===== src/rtl/alu_arb_if.sv =====
`default_nettype none
// ============================================================================
// Module   : alu_arb_if
// Brief    : Requester, response and ALU-side signals of the two-port ALU arbiter
// Revision : 1.0 - initial release
// ============================================================================
interface alu_arb_if;
    logic [1:0]  req_valid_i;
    logic [1:0]  req_ready_o;
    logic [15:0] req_a_i;
    logic [15:0] req_b_i;
    logic [5:0]  req_inst_i;
    logic [1:0]  rsp_valid_o;
    logic [1:0]  rsp_ready_i;
    logic [31:0] rsp_data_o;
    logic [7:0]  alu_data_a_o;
    logic [7:0]  alu_data_b_o;
    logic [2:0]  alu_inst_o;
    logic [15:0] alu_data_i;
    logic        busy_o;

    modport master (
        output req_valid_i, req_a_i, req_b_i, req_inst_i, rsp_ready_i, alu_data_i,
        input  req_ready_o, rsp_valid_o, rsp_data_o, alu_data_a_o, alu_data_b_o,
               alu_inst_o, busy_o
    );

    modport slave (
        input  req_valid_i, req_a_i, req_b_i, req_inst_i, rsp_ready_i, alu_data_i,
        output req_ready_o, rsp_valid_o, rsp_data_o, alu_data_a_o, alu_data_b_o,
               alu_inst_o, busy_o
    );
endinterface
`default_nettype wire


===== src/rtl/alu_arb.sv =====
`default_nettype none
// ============================================================================
// Module   : alu_arb
// Brief    : Round-robin sharing of one fixed-latency ALU between two requesters
// Revision : 1.0 - initial release
// ============================================================================
module alu_arb #(
    parameter int LATENCY = 1
) (
    input  wire logic  clk_p_i,
    input  wire logic  reset_n_i,
    alu_arb_if.slave   bus
);
    logic [LATENCY:0] r_stg_vld;
    logic [LATENCY:0] r_stg_id;
    logic             r_last;
    logic [7:0]       r_alu_a;
    logic [7:0]       r_alu_b;
    logic [2:0]       r_alu_inst;

    logic [1:0]       w_inflight;
    logic [1:0]       w_elig;
    logic [1:0]       w_grant;
    logic [1:0]       w_rsp_vld;
    logic             w_accept;
    logic             w_win;

    // A port stays in flight until its result lands in the response register,
    // which is what keeps that one-entry register from ever overflowing.
    always_comb begin
        w_inflight = 2'b00;
        for (int s = 0; s <= LATENCY; s++) begin
            if (r_stg_vld[s]) begin
                w_inflight[r_stg_id[s]] = 1'b1;
            end
        end
    end

    assign w_elig = bus.req_valid_i & ~w_inflight & (~w_rsp_vld | bus.rsp_ready_i);

    always_comb begin
        w_grant = 2'b00;
        case (w_elig)
            2'b01:   w_grant = 2'b01;
            2'b10:   w_grant = 2'b10;
            2'b11:   w_grant = r_last ? 2'b01 : 2'b10;
            default: w_grant = 2'b00;
        endcase
        if (!reset_n_i) begin
            w_grant = 2'b00;
        end
    end

    assign w_accept = |w_grant;
    assign w_win    = w_grant[1];

    always_ff @(posedge clk_p_i or negedge reset_n_i) begin
        if (!reset_n_i) begin
            r_stg_vld  <= '0;
            r_stg_id   <= '0;
            r_last     <= 1'b1;
            r_alu_a    <= 8'h00;
            r_alu_b    <= 8'h00;
            r_alu_inst <= 3'b000;
        end else begin
            r_stg_vld <= {r_stg_vld[LATENCY-1:0], w_accept};
            r_stg_id  <= {r_stg_id[LATENCY-1:0], w_win};
            if (w_accept) begin
                r_last     <= w_win;
                r_alu_a    <= w_win ? bus.req_a_i[15:8]   : bus.req_a_i[7:0];
                r_alu_b    <= w_win ? bus.req_b_i[15:8]   : bus.req_b_i[7:0];
                r_alu_inst <= w_win ? bus.req_inst_i[5:3] : bus.req_inst_i[2:0];
            end
        end
    end

    for (genvar k = 0; k < 2; k++) begin : g_port
        logic        r_vld;
        logic [15:0] r_data;
        logic        w_capture;

        assign w_capture = r_stg_vld[LATENCY] && (r_stg_id[LATENCY] == 1'(k));

        always_ff @(posedge clk_p_i or negedge reset_n_i) begin
            if (!reset_n_i) begin
                r_vld  <= 1'b0;
                r_data <= 16'h0000;
            end else if (w_capture) begin
                r_vld  <= 1'b1;
                r_data <= bus.alu_data_i;
            end else if (r_vld && bus.rsp_ready_i[k]) begin
                r_vld  <= 1'b0;
            end
        end

        assign w_rsp_vld[k]               = r_vld;
        assign bus.rsp_data_o[16*k +: 16] = r_data;
    end

    assign bus.rsp_valid_o  = w_rsp_vld;
    assign bus.req_ready_o  = w_grant;
    assign bus.alu_data_a_o = r_alu_a;
    assign bus.alu_data_b_o = r_alu_b;
    assign bus.alu_inst_o   = r_alu_inst;
    assign bus.busy_o       = (|r_stg_vld) | (|w_rsp_vld);
endmodule
`default_nettype wire


===== src/flat_wrapper.sv =====
// flat-port wrapper written by rule: the top's interface ports become plain ports
module alu_arb_flat 
#(
    parameter int LATENCY = 1
)
  (clk_p_i, reset_n_i, bus_req_valid_i, bus_req_a_i, bus_req_b_i, bus_req_inst_i, bus_rsp_ready_i, bus_alu_data_i, bus_req_ready_o, bus_rsp_valid_o, bus_rsp_data_o, bus_alu_data_a_o, bus_alu_data_b_o, bus_alu_inst_o, bus_busy_o);
  alu_arb_if bus_i ();
  input  wire logic clk_p_i;
  input  wire logic reset_n_i;
  input wire logic [$bits(bus_i.req_valid_i)-1:0] bus_req_valid_i;
  input wire logic [$bits(bus_i.req_a_i)-1:0] bus_req_a_i;
  input wire logic [$bits(bus_i.req_b_i)-1:0] bus_req_b_i;
  input wire logic [$bits(bus_i.req_inst_i)-1:0] bus_req_inst_i;
  input wire logic [$bits(bus_i.rsp_ready_i)-1:0] bus_rsp_ready_i;
  input wire logic [$bits(bus_i.alu_data_i)-1:0] bus_alu_data_i;
  output wire logic [$bits(bus_i.req_ready_o)-1:0] bus_req_ready_o;
  output wire logic [$bits(bus_i.rsp_valid_o)-1:0] bus_rsp_valid_o;
  output wire logic [$bits(bus_i.rsp_data_o)-1:0] bus_rsp_data_o;
  output wire logic [$bits(bus_i.alu_data_a_o)-1:0] bus_alu_data_a_o;
  output wire logic [$bits(bus_i.alu_data_b_o)-1:0] bus_alu_data_b_o;
  output wire logic [$bits(bus_i.alu_inst_o)-1:0] bus_alu_inst_o;
  output wire logic [$bits(bus_i.busy_o)-1:0] bus_busy_o;
  assign bus_i.req_valid_i = bus_req_valid_i;
  assign bus_i.req_a_i = bus_req_a_i;
  assign bus_i.req_b_i = bus_req_b_i;
  assign bus_i.req_inst_i = bus_req_inst_i;
  assign bus_i.rsp_ready_i = bus_rsp_ready_i;
  assign bus_i.alu_data_i = bus_alu_data_i;
  assign bus_req_ready_o = bus_i.req_ready_o;
  assign bus_rsp_valid_o = bus_i.rsp_valid_o;
  assign bus_rsp_data_o = bus_i.rsp_data_o;
  assign bus_alu_data_a_o = bus_i.alu_data_a_o;
  assign bus_alu_data_b_o = bus_i.alu_data_b_o;
  assign bus_alu_inst_o = bus_i.alu_inst_o;
  assign bus_busy_o = bus_i.busy_o;
  alu_arb #(.LATENCY(LATENCY)) u_core (.clk_p_i(clk_p_i), .reset_n_i(reset_n_i), .bus(bus_i));
endmodule

===== config.mk =====
export PLATFORM = sky130hd
export DESIGN_NAME = alu_arb_flat
export DESIGN_NICKNAME = d
export VERILOG_FILES = /design/src/rtl/alu_arb_if.sv /design/src/rtl/alu_arb.sv /design/src/flat_wrapper.sv
export SDC_FILE = /design/constraint.sdc
export NUM_CORES = 1
export LEC_CHECK = 0
export BUFFER_PORTS_ARGS = -buffer_cell sky130_fd_sc_hd__buf_2
export CAP_MARGIN = 30
export CORE_UTILIZATION = 50
export DETAILED_ROUTE_END_ITERATION = 10
export HOLD_SLACK_MARGIN = 0.06
export PLACE_DENSITY = 0.83
export SETUP_SLACK_MARGIN = 0.05
export SYNTH_ARGS = -nofsm -noshare
export SYNTH_HDL_FRONTEND = slang
export SYNTH_SLANG_ARGS = --single-unit

===== constraint.sdc =====
create_clock -name clk_p_i -period 2.3 [get_ports clk_p_i]
set_input_delay 0.46 -clock clk_p_i [delete_from_list [all_inputs] [get_ports clk_p_i]]
set_output_delay 0.46 -clock clk_p_i [all_outputs]
set_load 0.01 [all_outputs]

# == Word level (Yosys, flattened, before mapping) ==
# Index checks and enable logic that the tools add are counted.
# classes
n_lt_le_gt_ge,4
n_eq_ne,3
mux,16
n_bitwise,8
n_reduce_logical,11
# ops
op,count
$mux 8,2
$mux 2,4
$logic_and 1x1->1,6
$mux 1,6
$pmux 2 s3,1
$reduce_or 2->1,3
$and 2x2->2,2
$eq 2x2->1 const B,2
$lt 1x2->1 const B,2
$not 2->2,2
$or 2x2->2,2
$reduce_bool 2->1,2
$mux 3,1
$demux 1 s1,2
$eq 2x1->1 const B,1
$ge 1x1->1 const B,2
$not 1->1,1
$or 1x1->1,1
# word_totals
reg_bits,58
inputBits,60
output_inout_bits,56
word_cells,52

# == Logic depth before layout (Yosys ltp) ==
# Gate-level depths: netlist of the first run.
# logic_depth
depth_word,14
ltp_mapped,6
ltp_nobuf,4

# == Worst setup path after synthesis of the first run ==
# No wires, ideal clock.
# synth_timing
kind,input port to output port
from,in bus_rsp_ready_i[0]
to,out bus_req_ready_o[0]
t_arrival_ns,1.224
t_required_ns,1.840
path_slack_ns,0.616
path_stages,4
n_path_buf,1
path_cell_list,nand2b_1 > and4b_1 > buf_2 > and2_1
# synth_via
elab_chain_cells,5
elab_cells_between_ends,7
cone_classes,eq/ne: 3; mux: 2; bitwise: 2
# synth_rtl
element,line,rtl
from (decl),flat_wrapper.sv:14,input wire logic [$bits(bus_i.rsp_ready_i)-1:0] bus_rsp_ready_i;
$or 2x2->2 (*),alu_arb.sv:39,assign w_elig = bus.req_valid_i & ~w_inflight & (~w_rsp_vld | bus.rsp_ready_i);
$and 2x2->2 (*),alu_arb.sv:39,
$eq 2x2->1 / $eq 2x1->1 (equally long branches),alu_arb.sv:43,case (w_elig)
$pmux 2 s3 (*),alu_arb.sv:43,
$mux 2 (*),alu_arb.sv:49,if (!reset_n_i) begin
to (decl),flat_wrapper.sv:16,output wire logic [$bits(bus_i.req_ready_o)-1:0] bus_req_ready_o;
# Every way passes the cells marked *; elsewhere a longest branch is shown, timed or not.

# == Final worst setup path of the first run ==
# layout_timing
from,reg u_core.r_stg_id[1]
to,out bus_req_ready_o[0]
# layout_via
elab_chain_cells,12
elab_cells_between_ends,15
cone_classes,order compare: 2; eq/ne: 3; mux: 5; bitwise: 4; reduce/logical: 1
# layout_rtl
element,line,rtl
from (decl),alu_arb.sv:15,logic [LATENCY:0] r_stg_id;
from (signal assigned),alu_arb.sv:67,"r_stg_id <= {r_stg_id[LATENCY-1:0], w_win};"
$lt 1x2->1 (implied by the code) / $ge 1x1->1 (equally long branches),alu_arb.sv:34,w_inflight[r_stg_id[s]] = 1'b1;
$logic_and 1x1->1 (implied by the code),alu_arb.sv:34,
$mux 1 (implied by the code),alu_arb.sv:34,
$demux 1 s1 (*),n/a,
$or 2x2->2 (no source line) (*),n/a,
$mux 2 (*),alu_arb.sv:33,if (r_stg_vld[s]) begin
$not 2->2 (*),alu_arb.sv:39,
$and 2x2->2 (*) (2 in series),alu_arb.sv:39,
$eq 2x2->1 / $eq 2x1->1 (equally long branches),alu_arb.sv:43,
$pmux 2 s3 (*),alu_arb.sv:43,
$mux 2 (*),alu_arb.sv:49,
# Marked as above.

==> results of run 1 <==
[power groups by stage]
| stage | sequential (µW) | combinational, µW | clock [µW] |
|---|---|---|---|
| after global placement | 1460 | 994 | 0 |
| after floorplan | 1610 | 464 | 0 |
| after CTS | 1460 | 1020 | 1150 |
| after detailed placement | 1470 | 1020 | 0 |
| after global routing | 1490 | 1100 | 1200 |
| final | 1450 | 1010 | 1120 |
[cell type report]
| class | count | area (µm²) | share of cell area [%] |
|---|---|---|---|
| clock buffer | 10 | 138 | 4.01 |
| multi-input combinational | 110 | 947 | 27.6 |
| sequential | 58 | 1450 | 42.3 |
| tap | 67 | 83.8 | 2.44 |
| timing repair buffer | 122 | 628 | 18.3 |
| clock inverter | 5 | 103 | 2.99 |
| inverter | 21 | 78.8 | 2.30 |
[metrics by stage]
stage                     util (%)  hold slack, ns  instances
final                         70.3           0.322        393
after global routing          70.3           0.357        393
after CTS                     70.3           0.328        393
after detailed placement      65.4           0.393        378
after global placement        65.4           0.395        378
after floorplan                  -           0.164        205
[layout by cell type, fill, tap and decap left out, types with 2 or more instances in the layout]
cell / count
bufinv_16: 3
a21boi_2: 2
nand3_1: 39
clkbuf_8: 10
buf_4: 7
dfrtp_1: 57
mux2_2: 32
nand2_1: 6
o211ai_2: 19
buf_2: 115
nand2b_1: 2
inv_1: 21
[flip-flops by register name, indices dropped and copies added (netlist names)]
register                 cells
u_core.bus.alu_data_b_o      8
u_core.bus.alu_data_a_o      8
u_core.g_port.r_data        32
u_core.r_stg_vld             2
u_core.bus.alu_inst_o        3
u_core.g_port.r_vld          2
u_core.r_stg_id              2
u_core.r_last                1
[cells by family (layout without fill, tap and decap cells)]
group	count (synthesis)	count (layout)	share of synthesized area, %
flip-flops	58	58	55.7
AND/OR/NAND/NOR	56	56	12.3
buffers and inverters	37	158	7.92
multiplexers	32	32	13.8
AO/OA/AOI/OAI	22	22	10.2
[worst paths after layout]
path                                               start                                       to  slack [ns]  depth (start not counted)
max                         u_core.r_stg_id[1]$_DFF_PN0_                       bus_req_ready_o[0]        0.31                          4
min reg2reg                 u_core.r_stg_id[0]$_DFF_PN0_             u_core.r_stg_id[1]$_DFF_PN0_        0.41                          0
min                                            reset_n_i  u_core.g_port[0].r_data[10]$_DFFE_PN0P_        0.32                          2
min in group clk_p_i                      bus_req_a_i[7]   u_core.bus.alu_data_a_o[7]$_DFFE_PN0P_        0.37                          3
max reg2reg                u_core.r_stg_vld[1]$_DFF_PN0_   u_core.bus.alu_data_b_o[0]$_DFFE_PN0P_        0.79                          5
max in group asynchronous                      reset_n_i     u_core.bus.alu_inst_o[2]$_DFFE_PN0P_        1.51                          2
[worst max-delay path: stages, from the launching register on]
cell and delay [ns]:
dfrtp_1 0.37, nand2b_4 0.27, and4b_1 0.28, and2_1 0.13
buf_2 0.14
[metal layers]
metal,part of all wire [%],vias up,GRT usage [%],routed length [µm]
li1,-,948,-,-
met1,42,961,27.0,2290
met2,51,73,34.2,2780
met3,4.7,13,4.20,259
met4,2.5,0,12.0,139
met5,0,-,0,0
==> results.toml, run 1 <==
[global_routing]
grt_pass1_vias = 1840
grt_overflow = 0
grt_pass1_wl_um = 8560
antenna_found_initial = 0
grt_max_degree = 59
gr-usage-all-layers_pct = 21.3

[worst_setup_path]
critical_path_class = "reg -> out"
required_ns = 1.84
arrival_ns = 1.53
end_kind = "output pin"
startpoint_type = "register"
crit_path_max_fanout = 20

[synthesis]
yosysMostFrequentCell = "dfrtp_1"
synthTopCellsByCount = "dfrtp_1, nand3_1, mux2_2"
seq_area_frac_synth_pct = 55.7
ys_warn_count = 0
ys_seq_elements = 58
async_flop_share_pct = 100
syn-mean-instance-area_um2 = 12.7
synth_top_area_share_pct = 54.7
syn_area_mm2 = 0.00261
synth_largest_area_cell = "dfrtp_1"
synth_edf_count = 0
syn_nets = 265
yosysUniqueCellTypes = 23
synth_area_leaders = "dfrtp_1, mux2_2, o211ai_2, nand3_1, inv_1"
synth-main-ff-cell = "dfrtp_1"
syn_inst = 205

[detailed_routing]
drc_errors = 0
drt_iter0_drc = 73
drt_wl_total_um = 5480
viasPerCell = 5.08
vias = 1995
drtPass1Iterations = 4
ant_nets = 0
avgRoutedWirePerCell_um = 13.9

[floorplan]
boundaryPins = 116
start_util_pct = 53.4
die_y_um = 74.2
die-area_mm2 = 0.00550
rows = 25
design.core.area_mm2 = 0.00488
die_w_um = 74.2

[timing]
skew_ns = 0.00455
hold_violations = 0
min_period_ns = 1.99
fin_setup_tns_ns = 0
setup_viol = 0
worst_slack_ns = 0.311
slew_violations = 0
timing.fmax_ghz = 0.503
slew_headroom_pct = 53.0
worst_slew_pin_slew_ns = 0.705
rsz0062_at_grt = "false"
finalCritPeriodShare_pct = 86.5

[clock_network]
cts_resized = 0
h-tree-depth = 3
clockBufferDepth = 2
root_buffer = "clkbuf_8"
cts_tree = "done"
clk_latency_ns = 0.33
clk_pin_slew_ns = 0.07
cts_made_buffers = 9
cts.sinks = 58
cts_hold_buf = 0
post_cts_buffers = 0

[final_layout]
n_antenna_cell = 0
syn2layout_area_growth_pct = 31.6
fillers = 397
finalNetCount = 382
drive_above_1_share_pct = 59.5
design_area_mm2 = 0.00343

[pwr]
p_comb_share_pct = 28.1
powerDensity_mw_per_mm2 = 1040
switching_share_pct = 28.6
irDropWorstVdd_mv = 0.659
p_leak_uw = 0.00174
pwr-share-clk_pct = 31.3
power_uw = 3580
intPower_uw = 2560
p_switching_uw = 1030
seqPwrFrac_pct = 40.6

[placement]
dpl_cell_area_mm2 = 0.00319
gp_congestion = 0.816
dp_hpwl_um = 3800
port_buffers = 115
dp_slack_ns = 0.579

[job]
maxCapViolations = 0

[hold_path]
worstHoldPathType = "in -> async"

[outcome]
status = "completed"
Note: power is estimated with default switching activity, not from simulation.
==> inputs of run 2 (changes only) <==
--- a/config.mk
+++ b/config.mk
@@ -11,6 +11,7 @@
 export DETAILED_ROUTE_END_ITERATION = 10
 export HOLD_SLACK_MARGIN = 0.06
 export PLACE_DENSITY = 0.83
+export RECOVER_POWER = 50
 export SETUP_SLACK_MARGIN = 0.05
 export SYNTH_ARGS = -nofsm -noshare
 export SYNTH_HDL_FRONTEND = slang
==> run 2 against run 1 <==
First-iteration DRC count up 2.7%. Flip-flop and latch count did not move. Sequential share of layout area grew 0.20 points. Combinational power hardly changed. Clock skew decreased by 0.00069 ns. Sequential power about the same. Critical path depth stayed put. Cell area shrank 0.47%. Register-to-register slack worse by 0.32 ns. Largest cell class unchanged.
==> results.toml, run 2 (synthesis gave the netlist of run 1 again) <==
[global_routing]
grt_max_degree = 59
antenna_found_initial = 0
grt_overflow = 0
grt_pass1_vias = 1840
gr-usage-all-layers_pct = 21.3
grt_pass1_wl_um = 8560

[clock_network]
cts.sinks = 58
cts_hold_buf = 0
clk_pin_slew_ns = 0.06
post_cts_buffers = 0
cts_resized = 0
cts_made_buffers = 9
clockBufferDepth = 2
h-tree-depth = 3
clk_latency_ns = 0.33
cts_tree = "done"
root_buffer = "clkbuf_8"

[pwr]
powerDensity_mw_per_mm2 = 1050
pwr-share-clk_pct = 31.4
switching_share_pct = 28.8
seqPwrFrac_pct = 40.8
p_switching_uw = 1030
p_leak_uw = 0.00171
intPower_uw = 2540
irDropWorstVdd_mv = 0.657
p_comb_share_pct = 27.8

[floorplan]
die_w_um = 74.2
die_y_um = 74.2
rows = 25
design.core.area_mm2 = 0.00488
boundaryPins = 116
start_util_pct = 53.4
die-area_mm2 = 0.00550

[placement]
gp_congestion = 0.816
port_buffers = 115
dp_hpwl_um = 3800

[worst_setup_path]
startpoint_type = "register"
rrSetupSlack_ns = 0.47
cp.buffers_inverters = 1
end_kind = "output pin"
crit_chain = "nand2b_4, and4b_1, and2_1, buf_2"
required_ns = 1.84
slowest_delay_ns = 0.37
critPathTopFamily = "simple AND/OR/NAND/NOR gates"
critPathSlowestCell = "dfrtp_1"
arrival_ns = 1.52
crit_path_max_fanout = 20
critical_path_class = "reg -> out"

[timing]
holdWs_ns = 0.366
worst_slew_pin_slew_ns = 1.39
rsz0062_at_grt = "false"
timing.fmax_ghz = 0.504
skew_ns = 0.00386
slew_violations = 0
slew_headroom_pct = 7.27
setup_viol = 0
fin_setup_tns_ns = 0
hold_violations = 0
min_period_ns = 1.98
finalCritPeriodShare_pct = 86.2

[detailed_routing]
viasPerCell = 5.11
avgRoutedWirePerCell_um = 13.9
drtPass1Iterations = 4
ant_nets = 0
drt_wl_total_um = 5480
drc_errors = 0
vias = 2010
drt_iter0_drc = 75

[final_layout]
finalNetCount = 382
fillers = 404
largest-register = "u_core.g_port.r_data"
largest_reg_flops = 32
final_common_cell = "buf_2"
multi_input_area_um2 = 947
final_cell_mix = "buf_2, dfrtp_1, nand3_1"
drive_above_1_share_pct = 56.7
seq_area_mm2 = 0.00145
syn2layout_area_growth_pct = 31.0
n_antenna_cell = 0

[job]
maxCapViolations = 0

[outcome]
status = "completed"

[hold_path]
worstHoldPathType = "in -> reg"
run 2: cell types whose count changed in the layout (fill, tap and decap cells not counted), sizes merged:
cell / delta
buf: -10
clkbuf: +10
run 2: layout make-up:
class | count | share of cell area, %
Clock buffer | 10 | 4.03
Sequential cell | 58 | 42.5
Inverter | 21 | 2.31
Timing Repair Buffer | 122 | 17.9
Clock inverter | 5 | 3.00
Tap cell | 67 | 2.46
Multi-Input combinational cell | 110 | 27.7
run 2: worst reg2reg max path, delay by kind of cell, from the launching register on:
kind	cells	cell delay [ns]
simple gates	1	0.13
flops	1	0.42
buf+inv	1	0.75
mux	1	0.42
run 2: final timing paths:
check,start,endpoint,depth (start not counted)
max,u_core.r_stg_id[1]$_DFF_PN0_,bus_req_ready_o[0],4
min,bus_req_a_i[7],u_core.bus.alu_data_a_o[7]$_DFFE_PN0P_,3
max reg2reg,u_core.r_stg_vld[1]$_DFF_PN0_,u_core.g_port[1].r_data[2]$_DFFE_PN0P_,3
min reg2reg,u_core.r_stg_id[0]$_DFF_PN0_,u_core.r_stg_id[1]$_DFF_PN0_,0
max in group asynchronous,reset_n_i,u_core.bus.alu_inst_o[2]$_DFFE_PN0P_,2
min in group asynchronous,reset_n_i,u_core.g_port[0].r_data[10]$_DFFE_PN0P_,2
run 2: layer usage:
metal	vias to the layer above	GRT usage [%]	part of all wire [%]
li1	952	-	-
met3	13	4.20	4.5
met4	0	12.0	2.5
met5	-	0	0
met1	976	27.0	42
met2	69	34.2	51
run 2: power groups by stage:
stage | combinational [µW] | sequential, µW | clock [µW]
5_1_grt | 1090 | 1490 | 1200
3_5_place_dp | 1020 | 1470 | 0
2_1_floorplan | 464 | 1610 | 0
4_1_cts | 1020 | 1460 | 1150
6_report | 995 | 1460 | 1120
3_3_place_gp | 994 | 1460 | 0
run 2: through the flow:
step,worst slack [ns],utilization [%],total power (µW),instance area [µm²],cells
final,0.317,70.0,3570,3410,393
after CTS,0.288,70.3,3630,3430,393
after detailed placement,0.579,65.4,2490,3190,378
after global placement,0.581,65.4,2450,3190,378
after floorplan,0.616,-,2070,2610,205
after global routing,0.198,70.0,3780,3410,393
